### src/rtl/mcu_rd_pkg.sv
// Shared types and defaults for the MCU read-port slice.
// MCU_RD_CHECKSUM_EN adds the trailing XOR checksum byte.
package mcu_rd_pkg;

  localparam int MCU_RD_SYNC_STAGES = 2;
  localparam int MCU_RD_ADDR_W      = 13;
  localparam int MCU_RD_FRAME_LEN   = 8192;

  typedef enum logic [2:0] {
    ST_IDLE,
    ST_ADDR,
    ST_LATCH,
    ST_READY,
`ifdef MCU_RD_CHECKSUM_EN
    ST_CSUM,
`endif
    ST_DONE
  } mcu_rd_state_t;

endpackage

### src/rtl/mcu_read_port_if.sv
// MCU read-side pins plus the sample RAM read port.
// master is the MCU/RAM side, slave is mcu_read_port.
interface mcu_read_port_if #(
  parameter int ADDR_W = 13
);

  logic              oe;
  logic              rd_start;
  logic [ADDR_W-1:0] ram_addr;
  logic [7:0]        ram_data;
  logic [7:0]        mcu_data_out;
  logic              mcu_data_oe;
  logic              busy;
  logic              overrun;

  modport master (
    output oe, rd_start, ram_data,
    input  ram_addr, mcu_data_out,
    input  mcu_data_oe, busy, overrun
  );

  modport slave (
    input  oe, rd_start, ram_data,
    output ram_addr, mcu_data_out,
    output mcu_data_oe, busy, overrun
  );

endinterface

### src/rtl/edge_sync.sv
// Multi-flop synchronizer with one-cycle rise/fall pulses.
// Pulses are derived from the synchronized level only.
module edge_sync
  import mcu_rd_pkg::*;
(
  input  logic clk,
  input  logic rst,
  input  logic din,
  output logic level,
  output logic rise,
  output logic fall
);

  logic [MCU_RD_SYNC_STAGES-1:0] sync;
  logic                          prev;

  always_ff @(posedge clk) begin
    if (!rst) begin
      sync <= '0;
      prev <= 1'b0;
    end else begin
      sync <= {sync[MCU_RD_SYNC_STAGES-2:0], din};
      prev <= sync[MCU_RD_SYNC_STAGES-1];
    end
  end

  assign level = sync[MCU_RD_SYNC_STAGES-1];
  assign rise  = level & ~prev;
  assign fall  = ~level & prev;

endmodule

### src/rtl/mcu_read_port.sv
// Returns one sample byte per MCU read strobe, auto-incrementing.
// MCU_RD_CHECKSUM_EN appends an XOR checksum read to each frame.
module mcu_read_port
  import mcu_rd_pkg::*;
#(
  parameter int ADDR_W    = MCU_RD_ADDR_W,
  parameter int FRAME_LEN = MCU_RD_FRAME_LEN
) (
  input  logic         clk,
  input  logic         rst,
  mcu_read_port_if.slave bus
);

  localparam logic [ADDR_W-1:0] LAST = ADDR_W'(FRAME_LEN - 1);

  mcu_rd_state_t     state;
  mcu_rd_state_t     state_d;
  logic [ADDR_W-1:0] ptr;
  logic [ADDR_W-1:0] addr_q;
  logic [7:0]        dout;
  logic              oe_q;
  logic              ovr;

  logic oe_lvl, oe_rise, oe_fall;
  logic st_lvl, st_rise, st_fall;
  logic restart, ld_addr, ld_data, inc_ptr;
  logic unused_st;

`ifdef MCU_RD_CHECKSUM_EN
  logic [7:0] csum;
  logic       ld_csum;
`endif

  edge_sync u_oe_sync (
    .clk   (clk),
    .rst   (rst),
    .din   (bus.oe),
    .level (oe_lvl),
    .rise  (oe_rise),
    .fall  (oe_fall)
  );

  edge_sync u_st_sync (
    .clk   (clk),
    .rst   (rst),
    .din   (bus.rd_start),
    .level (st_lvl),
    .rise  (st_rise),
    .fall  (st_fall)
  );

  assign unused_st = st_lvl ^ st_fall;

  always_ff @(posedge clk) begin
    if (!rst) state <= ST_IDLE;
    else      state <= state_d;
  end

  // A start request beats any same-cycle strobe edge.
  always_comb begin
    state_d = state;
    restart = 1'b0;
    ld_addr = 1'b0;
    ld_data = 1'b0;
    inc_ptr = 1'b0;
`ifdef MCU_RD_CHECKSUM_EN
    ld_csum = 1'b0;
`endif
    if (st_rise) begin
      restart = 1'b1;
      state_d = ST_ADDR;
    end else begin
      unique case (state)
        ST_ADDR: begin
          ld_addr = 1'b1;
          state_d = ST_LATCH;
        end
        ST_LATCH: begin
          ld_data = 1'b1;
          state_d = ST_READY;
        end
        ST_READY: begin
          if (oe_rise) begin
            if (ptr == LAST) begin
`ifdef MCU_RD_CHECKSUM_EN
              ld_csum = 1'b1;
              state_d = ST_CSUM;
`else
              state_d = ST_DONE;
`endif
            end else begin
              inc_ptr = 1'b1;
              state_d = ST_ADDR;
            end
          end
        end
`ifdef MCU_RD_CHECKSUM_EN
        ST_CSUM: begin
          if (oe_rise) state_d = ST_DONE;
        end
`endif
        default: ;
      endcase
    end
  end

  always_ff @(posedge clk) begin
    if (!rst) begin
      ptr    <= '0;
      addr_q <= '0;
      dout   <= '0;
      oe_q   <= 1'b0;
      ovr    <= 1'b0;
`ifdef MCU_RD_CHECKSUM_EN
      csum   <= '0;
`endif
    end else begin
      oe_q <= ~oe_lvl & (state_d != ST_IDLE);
      if (restart) begin
        ptr <= '0;
        ovr <= 1'b0;
`ifdef MCU_RD_CHECKSUM_EN
        csum <= '0;
`endif
      end else begin
        if (inc_ptr) ptr <= ptr + ADDR_W'(1);
        if (oe_fall && (state == ST_ADDR || state == ST_LATCH))
          ovr <= 1'b1;
      end
      if (ld_addr) addr_q <= ptr;
      if (ld_data) begin
        dout <= bus.ram_data;
`ifdef MCU_RD_CHECKSUM_EN
        csum <= csum ^ bus.ram_data;
`endif
      end
`ifdef MCU_RD_CHECKSUM_EN
      if (ld_csum) dout <= csum;
`endif
    end
  end

  assign bus.ram_addr     = addr_q;
  assign bus.mcu_data_out = dout;
  assign bus.mcu_data_oe  = oe_q;
  assign bus.overrun      = ovr;
  assign bus.busy         = (state != ST_IDLE) && (state != ST_DONE);

endmodule
### src/flat_wrapper.sv
// flat-port wrapper written by rule: the top's interface ports become plain ports
module mcu_read_port_flat import mcu_rd_pkg::*;
#(
  parameter int ADDR_W    = MCU_RD_ADDR_W,
  parameter int FRAME_LEN = MCU_RD_FRAME_LEN
)
  (clk, rst, bus_oe, bus_rd_start, bus_ram_data, bus_ram_addr, bus_mcu_data_out, bus_mcu_data_oe, bus_busy, bus_overrun);
  mcu_read_port_if #(.ADDR_W(ADDR_W)) bus_i ();
  input  logic clk;
  input  logic rst;
  input wire logic [$bits(bus_i.oe)-1:0] bus_oe;
  input wire logic [$bits(bus_i.rd_start)-1:0] bus_rd_start;
  input wire logic [$bits(bus_i.ram_data)-1:0] bus_ram_data;
  output wire logic [$bits(bus_i.ram_addr)-1:0] bus_ram_addr;
  output wire logic [$bits(bus_i.mcu_data_out)-1:0] bus_mcu_data_out;
  output wire logic [$bits(bus_i.mcu_data_oe)-1:0] bus_mcu_data_oe;
  output wire logic [$bits(bus_i.busy)-1:0] bus_busy;
  output wire logic [$bits(bus_i.overrun)-1:0] bus_overrun;
  assign bus_i.oe = bus_oe;
  assign bus_i.rd_start = bus_rd_start;
  assign bus_i.ram_data = bus_ram_data;
  assign bus_ram_addr = bus_i.ram_addr;
  assign bus_mcu_data_out = bus_i.mcu_data_out;
  assign bus_mcu_data_oe = bus_i.mcu_data_oe;
  assign bus_busy = bus_i.busy;
  assign bus_overrun = bus_i.overrun;
  mcu_read_port #(.ADDR_W(ADDR_W), .FRAME_LEN(FRAME_LEN)) u_core (.clk(clk), .rst(rst), .bus(bus_i));
endmodule
### config.mk
export PLATFORM = sky130hd
export DESIGN_NAME = mcu_read_port_flat
export DESIGN_NICKNAME = d
export VERILOG_FILES = /design/src/rtl/mcu_rd_pkg.sv /design/src/rtl/mcu_read_port_if.sv /design/src/rtl/edge_sync.sv /design/src/rtl/mcu_read_port.sv /design/src/flat_wrapper.sv
export SDC_FILE = /design/constraint.sdc
export NUM_CORES = 1
export LEC_CHECK = 0
export ABC_CLOCK_PERIOD_IN_PS = 3000
export BUFFER_PORTS_ARGS = -buffer_cell sky130_fd_sc_hd__buf_4
export CORE_ASPECT_RATIO = 0.5
export CORE_MARGIN = 4
export CORE_UTILIZATION = 38
export CTS_CLUSTER_DIAMETER = 150
export CTS_CLUSTER_SIZE = 40
export DETAILED_ROUTE_END_ITERATION = 7
export GPL_ROUTABILITY_DRIVEN = 1
export GPL_TIMING_DRIVEN = 0
export PLACE_DENSITY = 0.56
export SLEW_MARGIN = 5
export SYNTH_ARGS = -nofsm -noshare
export SYNTH_HDL_FRONTEND = slang
export SYNTH_SLANG_ARGS = --single-unit
### constraint.sdc
create_clock -name clk -period 3 [get_ports clk]
set_input_delay 0.45 -clock clk [delete_from_list [all_inputs] [get_ports clk]]
set_output_delay 0.45 -clock clk [all_outputs]
set_load 0.01 [all_outputs]
==> run metrics, run 1 <==
status=finished clean; slew at the pin closest to its max-slew limit=about 770 ps; largest net degree at the start of global routing=13; n_diodes=0; min-delay worst type=primary input to flop; leakage power=between 0.8 and 0.9 nW; Post-synth top cells=45 x dfxtp_1, 25 x nor2_1, 24 x mux2i_1, 11 x a21oi_1, 9 x or4_1; total gr overflow=0; Startpoint Class=flop; Distinct cells, synth=42; GRT Resource Usage Total=12.2%; fraction of layout cells with a size suffix above 1=25.8%; Area after DPL=0.00224 mm²; DR iter-0 viols=58; Syn. warnings=0; H-tree Lvls=2; DR vias=1463; Multi-input gate area=911 µm²; vias in the first global route=roughly 1300; CP Cell Sequence=ha_1 -> nand4_2 -> nor3_1 -> o31ai_1 -> a21oi_1; Core ar.=~0.0046 mm²; top-area cell type share of the netlist area=approximately 48%; Min-Delay Path Depth=2; Crit Path Class=flop to flop; reg2reg end=u_core.ptr[6]; FMAX=about 480 MHz; die height=between 50 and 60 µm; die area=about 0.0062 mm²; CTS Sinks=45; antenna violations before repair=0; Final #Nets=around 240; Synthesized Nets=200; Endpoint, Worst Hold=u_core.u_oe_sync.sync[0]; synth top area cells=dfxtp_1 48%, mux2i_1 13%, nor2_1 5.0%; io pins=36; Num CTS Buffers=5; critical path arrival=between 2000 and 2500 ps; DR top layer=met4; syn avg cell area=slightly above 10 µm²; final setup violation count=0; count leader, synth=dfxtp_1; area grow syn2layout=22.8%; FFs w/ async S/R, synth=0%; MaxCap Viol Count=0; DP HPWL=about 2800 µm; Worst Path Required=roughly 3200 ps; clock latency on the worst-skew pair=~280 ps; Slew headroom=48.5%; Crit Path Max Fanout=8; postcts setup bufs=0; Gates resized, CTS repair=0; WL met3=around 220 µm; Synth Instances=roughly 190; Critical-path top delay cell=nor3_1; crit path capture type=flop; CTS tree=done; Initial Util=around two fifths; Post-synth top flop=dfxtp_1; metal1 wirelength=2030 µm; Post-Syn Area=about 0.0019 mm²; CP bufs+invs=0; hold path startpoint=bus_oe; Fin Clk Skew=~4.3 ps; pre-CTS setup slack=978 ps; RSZ-0062 raised after global routing=false; final WL=approximately 3900 µm; Worst VDD drop=between 0.15 and 0.2 mV; final worst-path cycle share=68.8%; met2 WL=between 1500 and 2000 µm; fin crit period=approximately 2100 ps; final worst slack=around 940 ps; routability cong.=~0.76; die span in x=around 110 µm; clock buffer depth=2; Root Buffer=clkbuf_8; worst stage delay on the critical path=approximately 680 ps; Fin Setup TNS=0 ps; sequential cell area=approximately 900 µm²; PortBufs=35; Critical R2R Launch=u_core.ptr[0]; Initial DRT Pass Iterations=4; Pwr Density=between 400 and 500 mW/mm²; wire per inst=about 13 µm; drt drc=0; Layout fillers=440; Register-to-Register Setup Slack=between 900 and 1000 ps; global-route wire length before repair=6030 µm; EDFF count, synth=0; critical path's top delay family=simple AND/OR/NAND/NOR gates; clk slew on worst S/H paths=80 ps; total chip power=between 1 and 1.5 mW; Slew Limit Fails=0; row count=17; final instance area=0.00232 mm²; area leader, netlist=dfxtp_1; Yosys reg bits=45; Post-DRT Antenna Nets=0; Post-CTS Hold Buffers=0; final hold vios=0; worst reg2reg path depth=5; sequential share of the synthesized area=a little under half; vias per cell=4.96
[placed cells by master (no fill, tap or decap), types with 2 or more instances in the layout]
master | netlist | routed
nand4_1 | 2 | 2
or4_1 | 9 | 9
clkbuf_8 | 1 | 7
and3_2 | 3 | 3
buf_4 | 2 | 37
inv_1 | 2 | 2
o31ai_1 | 8 | 8
buf_6 | 2 | 2
mux2i_1 | 24 | 24
nand2_1 | 7 | 7
or3_1 | 3 | 3
a21oi_1 | 11 | 11
dfxtp_1 | 45 | 45
nor4b_1 | 2 | 2
nand3_1 | 3 | 3
nor2_1 | 25 | 25
o21ai_0 | 2 | 2
nor4_1 | 2 | 2
and2_1 | 7 | 7
nor3_1 | 3 | 3
clkbuf_1 | 3 | 4
[sequential cells by signal, summed over array words and instances (netlist names)]
signal,flops
u_core.u_oe_sync.sync,2
u_core.bus.ram_addr,13
u_core.bus.mcu_data_oe,1
u_core.state,3
u_core.u_st_sync.prev,1
u_core.ptr,13
u_core.u_oe_sync.prev,1
u_core.bus.overrun,1
u_core.bus.mcu_data_out,8
u_core.u_st_sync.sync,2
[routing by layer]
metal	GRT usage, %	vias up
met2	17.6	32
met4	3.78	0
met5	0	-
met1	17.0	671
met3	4.45	2
li1	-	758
[through the flow]
stage / hold slack, ps / instances / util [%]
after floorplan: 412 / 187 / -
after global placement: 415 / 288 / 48.7
after detailed placement: 418 / 288 / 48.7
after CTS: 357 / 295 / 50.5
after global routing: 350 / 295 / 50.5
final: 366 / 295 / 50.5
[cell type report]
class	count	share of cell area [%]
tap	66	3.56
timing repair buffer	35	11.3
multi-input combinational	130	39.2
buffer	9	2.91
inverter	3	0.485
sequential	45	38.8
clock buffer	7	3.72
[worst max path at each step]
stage                  start               to  slack [ps]  depth (start not counted)
2_1_floorplan  u_core.ptr[0]  u_core.state[2]        1340                          6
3_3_place_gp   u_core.ptr[0]    u_core.ptr[5]        1010                          5
3_5_place_dp   u_core.ptr[0]    u_core.ptr[6]         980                          5
4_1_cts        u_core.ptr[0]    u_core.ptr[6]         950                          5
5_1_grt        u_core.ptr[0]    u_core.ptr[6]         800                          5
6_report       u_core.ptr[0]    u_core.ptr[6]         940                          5
[report_power, final]
group | switching [mW] | internal, mW | leakage (nW) | total, mW
Clock | 0.189 | 0.183 | 0.0443 | 0.372
Combinational | 0.0387 | 0.0381 | 0.474 | 0.0768
Sequential | 0.00530 | 0.606 | 0.364 | 0.611
Total | 0.233 | 0.827 | 0.883 | 1.06
[logic make-up (layout without fill, tap and decap cells)]
group | after synthesis | in the layout | share of synthesized area (%)
compound gates | 25 | 25 | 8.21
xor+xnor | 1 | 1 | 0.463
fa+ha+maj | 1 | 1 | 0.662
buf+inv | 12 | 54 | 4.17
flops | 45 | 45 | 47.7
mux | 24 | 24 | 12.7
simple gates | 79 | 79 | 26.1
Power figures use the tool's default switching activity.
==> run 2, diff against run 1 <==
ABC_CLOCK_PERIOD_IN_PS = 1700   (was 3000)
PLACE_DENSITY = 0.59   (was 0.56)
clock period = 1.7 ns   (was 3 ns; I/O delays follow)
==> run 2 against run 1 <==
Compared with the run above:
- worst hold slack got worse by 210 ps
- clock-buffer cell count unchanged
- total power increased by 96%
- critical endpoint is now u_core.ptr[7]
- largest cell class unchanged
==> run metrics, run 2 (same netlist as run 1, synthesis figures left out) <==
commonest non-fill, non-tap cell in the layout=buf_4 (was dfxtp_1); wire per inst=14.1 µm (was 13.1 µm); worst stage delay on the critical path=480 ps (was 680 ps); largest net degree at the start of global routing=14 (was 13); vias in the first global route=1510 (was 1276); vias per cell=5.05 (was 4.96); fraction of layout cells with a size suffix above 1=32.4% (was 25.8%); final WL=4320 µm (was 3870 µm); routability cong.=0.766 (was 0.757); Crit Path Max Fanout=5 (was 8); final worst slack=45.9 ps (was 936 ps); Worst VDD drop=0.373 mV (was 0.195 mV); io pins=36 (unchanged); final setup violation count=0 (unchanged); GR peak layer=met2 (unchanged); Core ar.=0.00459 mm² (unchanged); drt drc=0 (unchanged); GRT Resource Usage Total=14.2% (was 12.2%); total chip power=2.07 mW (was 1.06 mW); DP HPWL=2790 µm (was 2800 µm); most frequent cells in the layout=47 x buf_4, 42 x dfxtp_1, 25 x nor2_1 (was 45 x dfxtp_1, 37 x buf_4, 25 x nor2_1); die height=57.9 µm (unchanged); Cell Count, Final, Fillers Out=307 (was 295); final worst-path cycle share=97.3% (was 68.8%); total gr overflow=0 (unchanged); Fin Clk Skew=8.44 ps (was 4.32 ps); clk slew on worst S/H paths=90 ps (was 80 ps); Multi-input gate area=965 µm² (was 911 µm²); Post-DRT Antenna Nets=0 (unchanged); MaxCap Viol Count=0 (unchanged); fin crit period=1650 ps (was 2060 ps); H-tree Lvls=2 (unchanged); row count=17 (unchanged); Worst Path Required=1930 ps (was 3220 ps); status=finished clean (unchanged); crit path capture type=flop (unchanged); Root Buffer=clkbuf_8 (unchanged); grt met1 use=18.5% (was 17.0%); pre-CTS setup slack=-328 ps (was 978 ps); Initial DRT Pass Iterations=4 (unchanged); Initial Util=41.1% (unchanged); DR iter-0 viols=52 (was 58); Crit Path Class=flop to flop (unchanged); min-delay worst type=primary input to flop (unchanged); die span in x=108 µm (unchanged); met3 Resource Use GR=4.34% (was 4.45%); final hold vios=0 (unchanged); Slew Limit Fails=0 (unchanged); global-route wire length before repair=7040 µm (was 6030 µm); clock latency on the worst-skew pair=310 ps (was 280 ps); PortBufs=35 (unchanged); Slew headroom=65.4% (was 48.5%); n_diodes=0 (unchanged); die area=0.00624 mm² (unchanged); CP Cell Sequence=and3_2 -> nand4_1 -> or4_1 -> a21oi_1 (was ha_1 -> nand4_2 -> nor3_1 -> o31ai_1 -> a21oi_1); leakage power=0.961 nW (was 0.883 nW); Placed Cells=288 (unchanged); Startpoint Class=flop (unchanged); Num CTS Buffers=5 (unchanged); final instance area=0.00251 mm² (was 0.00232 mm²); clock buffer depth=2 (unchanged); CTS tree=done (unchanged); area grow syn2layout=32.8% (was 22.8%); Critical-path top delay cell=or4_1 (was nor3_1); DR vias=1551 (was 1463); Final #Nets=253 (was 242); Area after DPL=0.00224 mm² (unchanged); CTS Sinks=45 (unchanged); sequential cell area=910 µm² (was 901 µm²); Pwr Density=826 mW/mm² (was 457 mW/mm²); antenna violations before repair=0 (unchanged); FMAX=605 MHz (was 484 MHz); critical path arrival=1890 ps (was 2280 ps); Layout fillers=435 (was 440); slew at the pin closest to its max-slew limit=519 ps (was 766 ps); met2 GRT Util=21.8% (was 17.6%)
[run 2: cell types whose count changed in the layout (fill, tap and decap cells not counted), sizes merged]
| cell | previous run | this run |
|---|---|---|
| bufinv | 0 | 1 |
| buf | 40 | 51 |
[run 2: worst paths after layout]
check,cells past startpoint,end,slack [ps],startpoint
hold / removal,2,u_core.u_oe_sync.sync[0],150,bus_oe
hold reg to reg,1,u_core.u_oe_sync.sync[1],440,u_core.u_oe_sync.sync[0]
setup reg to reg,4,u_core.ptr[7],50,u_core.ptr[3]
setup / recovery,4,u_core.ptr[7],50,u_core.ptr[3]
[run 2: layer usage]
metal	vias up	wire length [µm]	part of all wire (%)
met5	-	0	0
met4	0	81	1.9
met3	10	281	6.5
met2	45	1890	44
met1	722	2070	48
li1	774	-	-
[run 2: cell type report]
type                            count  share of cell area (%)
Buffer                              9                    3.24
Clock buffer                        7                    3.44
Clock inverter                      1                    1.20
Inverter                            3                   0.448
Multi-Input combinational cell    130                    38.4
Sequential cell                    45                    36.2
Tap cell                           66                    3.29
Timing Repair Buffer               46                    13.8
[run 2: through the flow]
step	TNS, ps	util [%]	hold WS, ps
floorplan	0	-	377
detailed placement	-3390	48.7	418
CTS	0	52.3	154
finish	0	54.7	151
global placement	-3510	48.7	418
global route	-68.5	54.7	146
[run 2: worst max-delay path: cells and delay by family, from the launching register on]
kind             cells  cell delay, ps
AO/OA/AOI/OAI        1             180
flip-flops           1             410
AND/OR/NAND/NOR      3             990
[run 2: report_power, final]
part / switching, mW / leakage [nW] / total, mW / internal (mW)
logic: 0.0723 / 0.536 / 0.148 / 0.0754
clock network: 0.369 / 0.0585 / 0.849 / 0.479
registers: 0.00961 / 0.366 / 1.08 / 1.07
[run 2: repair_timing]
action	in CTS	in global routing
hold buffers	0	0
setup endpoints to repair	25	29
gates cloned	0	1
pin swaps	1	2
endpoints found under the hold margin	0	0
buffers inserted	2	8
gates resized for setup	7	12
==> run 3, diff against run 2 <==
CORE_MARGIN = default   (was 4)
==> run 3 against run 2 <==
Compared with the run above:
- routed wire length shrank 9.2%
- critical endpoint unchanged
- worst hold slack gained 14 ps
- critical path depth grew 2
- first-iteration DRC count shrank 42%
==> run metrics, run 3 (same netlist as run 1, synthesis figures left out) <==
fraction of layout cells with a size suffix above 1=33.1% (was 32.4%); H-tree Lvls=2 (unchanged); wire per inst=13.0 µm (was 14.1 µm); Cell Count, Final, Fillers Out=302 (was 307); PortBufs=35 (unchanged); Worst VDD drop=0.368 mV (was 0.373 mV); Final #Nets=248 (was 253); CP Cell Sequence=ha_4 -> nand4_4 -> nor4b_4 -> buf_4 -> or4_1 -> a21oi_1 (was and3_2 -> nand4_1 -> or4_1 -> a21oi_1); Crit Path Class=flop to flop (unchanged); Slew headroom=63.0% (was 65.4%); Placed Cells=288 (unchanged); drt drc=0 (unchanged); slew at the pin closest to its max-slew limit=555 ps (was 519 ps); die height=51.9 µm (was 57.9 µm); Num CTS Buffers=5 (unchanged); Post-DRT Antenna Nets=0 (unchanged); Int Power=1.51 mW (was 1.62 mW); Layout fillers=429 (was 435); Slew Limit Fails=0 (unchanged); worst stage delay on the critical path=480 ps (about the same); min-delay worst type=primary input to flop (unchanged); combinational group share of total power=7.5% (was 7.1%); Fin Setup TNS=0 ps (unchanged); CTS tree=done (unchanged); Core ar.=0.00459 mm² (unchanged); Initial DRT Pass Iterations=4 (unchanged); RSZ-0062 raised after global routing=true; most frequent cells in the layout=41 x buf_4, 40 x dfxtp_1, 25 x nor2_1 (was 47 x buf_4, 42 x dfxtp_1, 25 x nor2_1); vias in the first global route=1402 (was 1510); antenna violations before repair=0 (unchanged); leakage power=0.931 nW (was 0.961 nW); Critical-path top delay cell=or4_1 (unchanged); FMAX=615 MHz (was 605 MHz); DP HPWL=2730 µm (was 2790 µm); Fin Clk Skew=4.68 ps (was 8.44 ps); final hold vios=0 (unchanged); switching share of power=22.4% (was 21.8%); Flop pwr share=55.4% (was 51.9%); Pwr Density=791 mW/mm² (was 826 mW/mm²); switching power=434 µW (was 451 µW); die span in x=102 µm (was 108 µm); row count=17 (unchanged); final setup violation count=0 (unchanged); MaxCap Viol Count=0 (unchanged); total gr overflow=0 (unchanged); DR vias=1506 (was 1551); Startpoint Class=flop (unchanged); clk slew on worst S/H paths=80 ps (was 90 ps); commonest non-fill, non-tap cell in the layout=buf_4 (unchanged); DR iter-0 viols=30 (was 52); n_diodes=0 (unchanged); io pins=36 (unchanged); Worst Path Required=1930 ps (about the same); vias per cell=4.99 (was 5.05); clock buffer depth=2 (unchanged); fin crit period=1630 ps (was 1650 ps); largest net degree at the start of global routing=14 (unchanged); crit path capture type=flop (unchanged); critical path arrival=1860 ps (was 1890 ps); GRT Resource Usage Total=17.1% (was 14.2%); clock latency on the worst-skew pair=300 ps (was 310 ps); die area=0.00528 mm² (was 0.00624 mm²); clock power share=37.1% (was 40.9%); area grow syn2layout=29.9% (was 32.8%); final WL=3930 µm (was 4320 µm); Register-to-Register Setup Slack=70 ps (was 50 ps); Initial Util=41.1% (unchanged); Root Buffer=clkbuf_8 (unchanged); status=finished clean (unchanged); Crit Path Max Fanout=7 (was 5); final worst-path cycle share=95.6% (was 97.3%); global-route wire length before repair=6690 µm (was 7040 µm); CTS Sinks=45 (unchanged); routability cong.=0.754 (was 0.766)
==> run 3: changes by cell type in the layout (fill, tap and decap cells not counted), sizes merged <==
| cell | change |
|---|---|
| buf | -6 |
| bufinv | -1 |
| clkbuf | +1 |
| clkinv | +1 |
==> run 3: path summary, 6_finish.rpt <==
path / to / cells past startpoint / start
setup / recovery: u_core.ptr[7] / 6 / u_core.ptr[0]
hold / removal: u_core.u_oe_sync.sync[0] / 2 / bus_oe
setup reg to reg: u_core.ptr[7] / 6 / u_core.ptr[0]
hold reg to reg: u_core.u_oe_sync.sync[1] / 1 / u_core.u_oe_sync.sync[0]
==> run 3: worst max-delay path, delay by kind of cell, from the launching register on <==
| family | cells | cell delay, ps |
|---|---|---|
| simple gates | 3 | 680 |
| flops | 1 | 380 |
| fa+ha+maj | 1 | 190 |
| compound gates | 1 | 160 |
| buf+inv | 1 | 160 |
==> run 3: layout make-up <==
type	instances	area, µm²	share of cell area, %
Buffer	9	77.6	3.16
Clock buffer	7	96.3	3.92
Clock inverter	1	5.00	0.204
Inverter	3	11.3	0.458
Multi-Input combinational cell	130	963	39.2
Sequential cell	45	912	37.1
Tap cell	66	82.6	3.36
Timing Repair Buffer	41	308	12.5
==> run 3: power groups by stage <==
stage                     combinational [mW]  clock (mW)  sequential [mW]
final                                  0.145       0.721             1.08
after global routing                   0.160       0.783             1.08
after CTS                              0.139       0.741             1.08
after detailed placement               0.137           0             1.10
after global placement                 0.136           0             1.10
after floorplan                       0.0782           0             1.11
==> run 3: per-layer routing <==
layer	vias to the layer above	part of all wire (%)	GRT usage (%)
li1	772	-	-
met2	34	42	25.5
met4	0	1.5	6.52
met5	-	0	0
met3	8	4.8	5.38
met1	692	52	23.1
==> run 3: stage by stage <==
| step | instance area, µm² | utilization (%) | worst slack, ps | hold WS [ps] | power (mW) |
|---|---|---|---|---|---|
| floorplan | 1890 | - | 36.9 | 377 | 1.18 |
| finish | 2460 | 53.5 | 74.9 | 165 | 1.94 |
| detailed placement | 2240 | 48.7 | -381 | 418 | 1.24 |
| CTS | 2390 | 52.0 | 28.0 | 154 | 1.96 |
| global placement | 2240 | 48.7 | -282 | 418 | 1.24 |
| global route | 2460 | 53.5 | -31.7 | 153 | 2.02 |
==> run 3: what timing repair did <==
action | 4_1_cts | 5_1_grt
gates resized for setup | 7 | 12
hold buffers | 0 | 0
setup buffers | 2 | 4
pin swaps | 1 | 4
endpoints found under the setup margin | 25 | 23
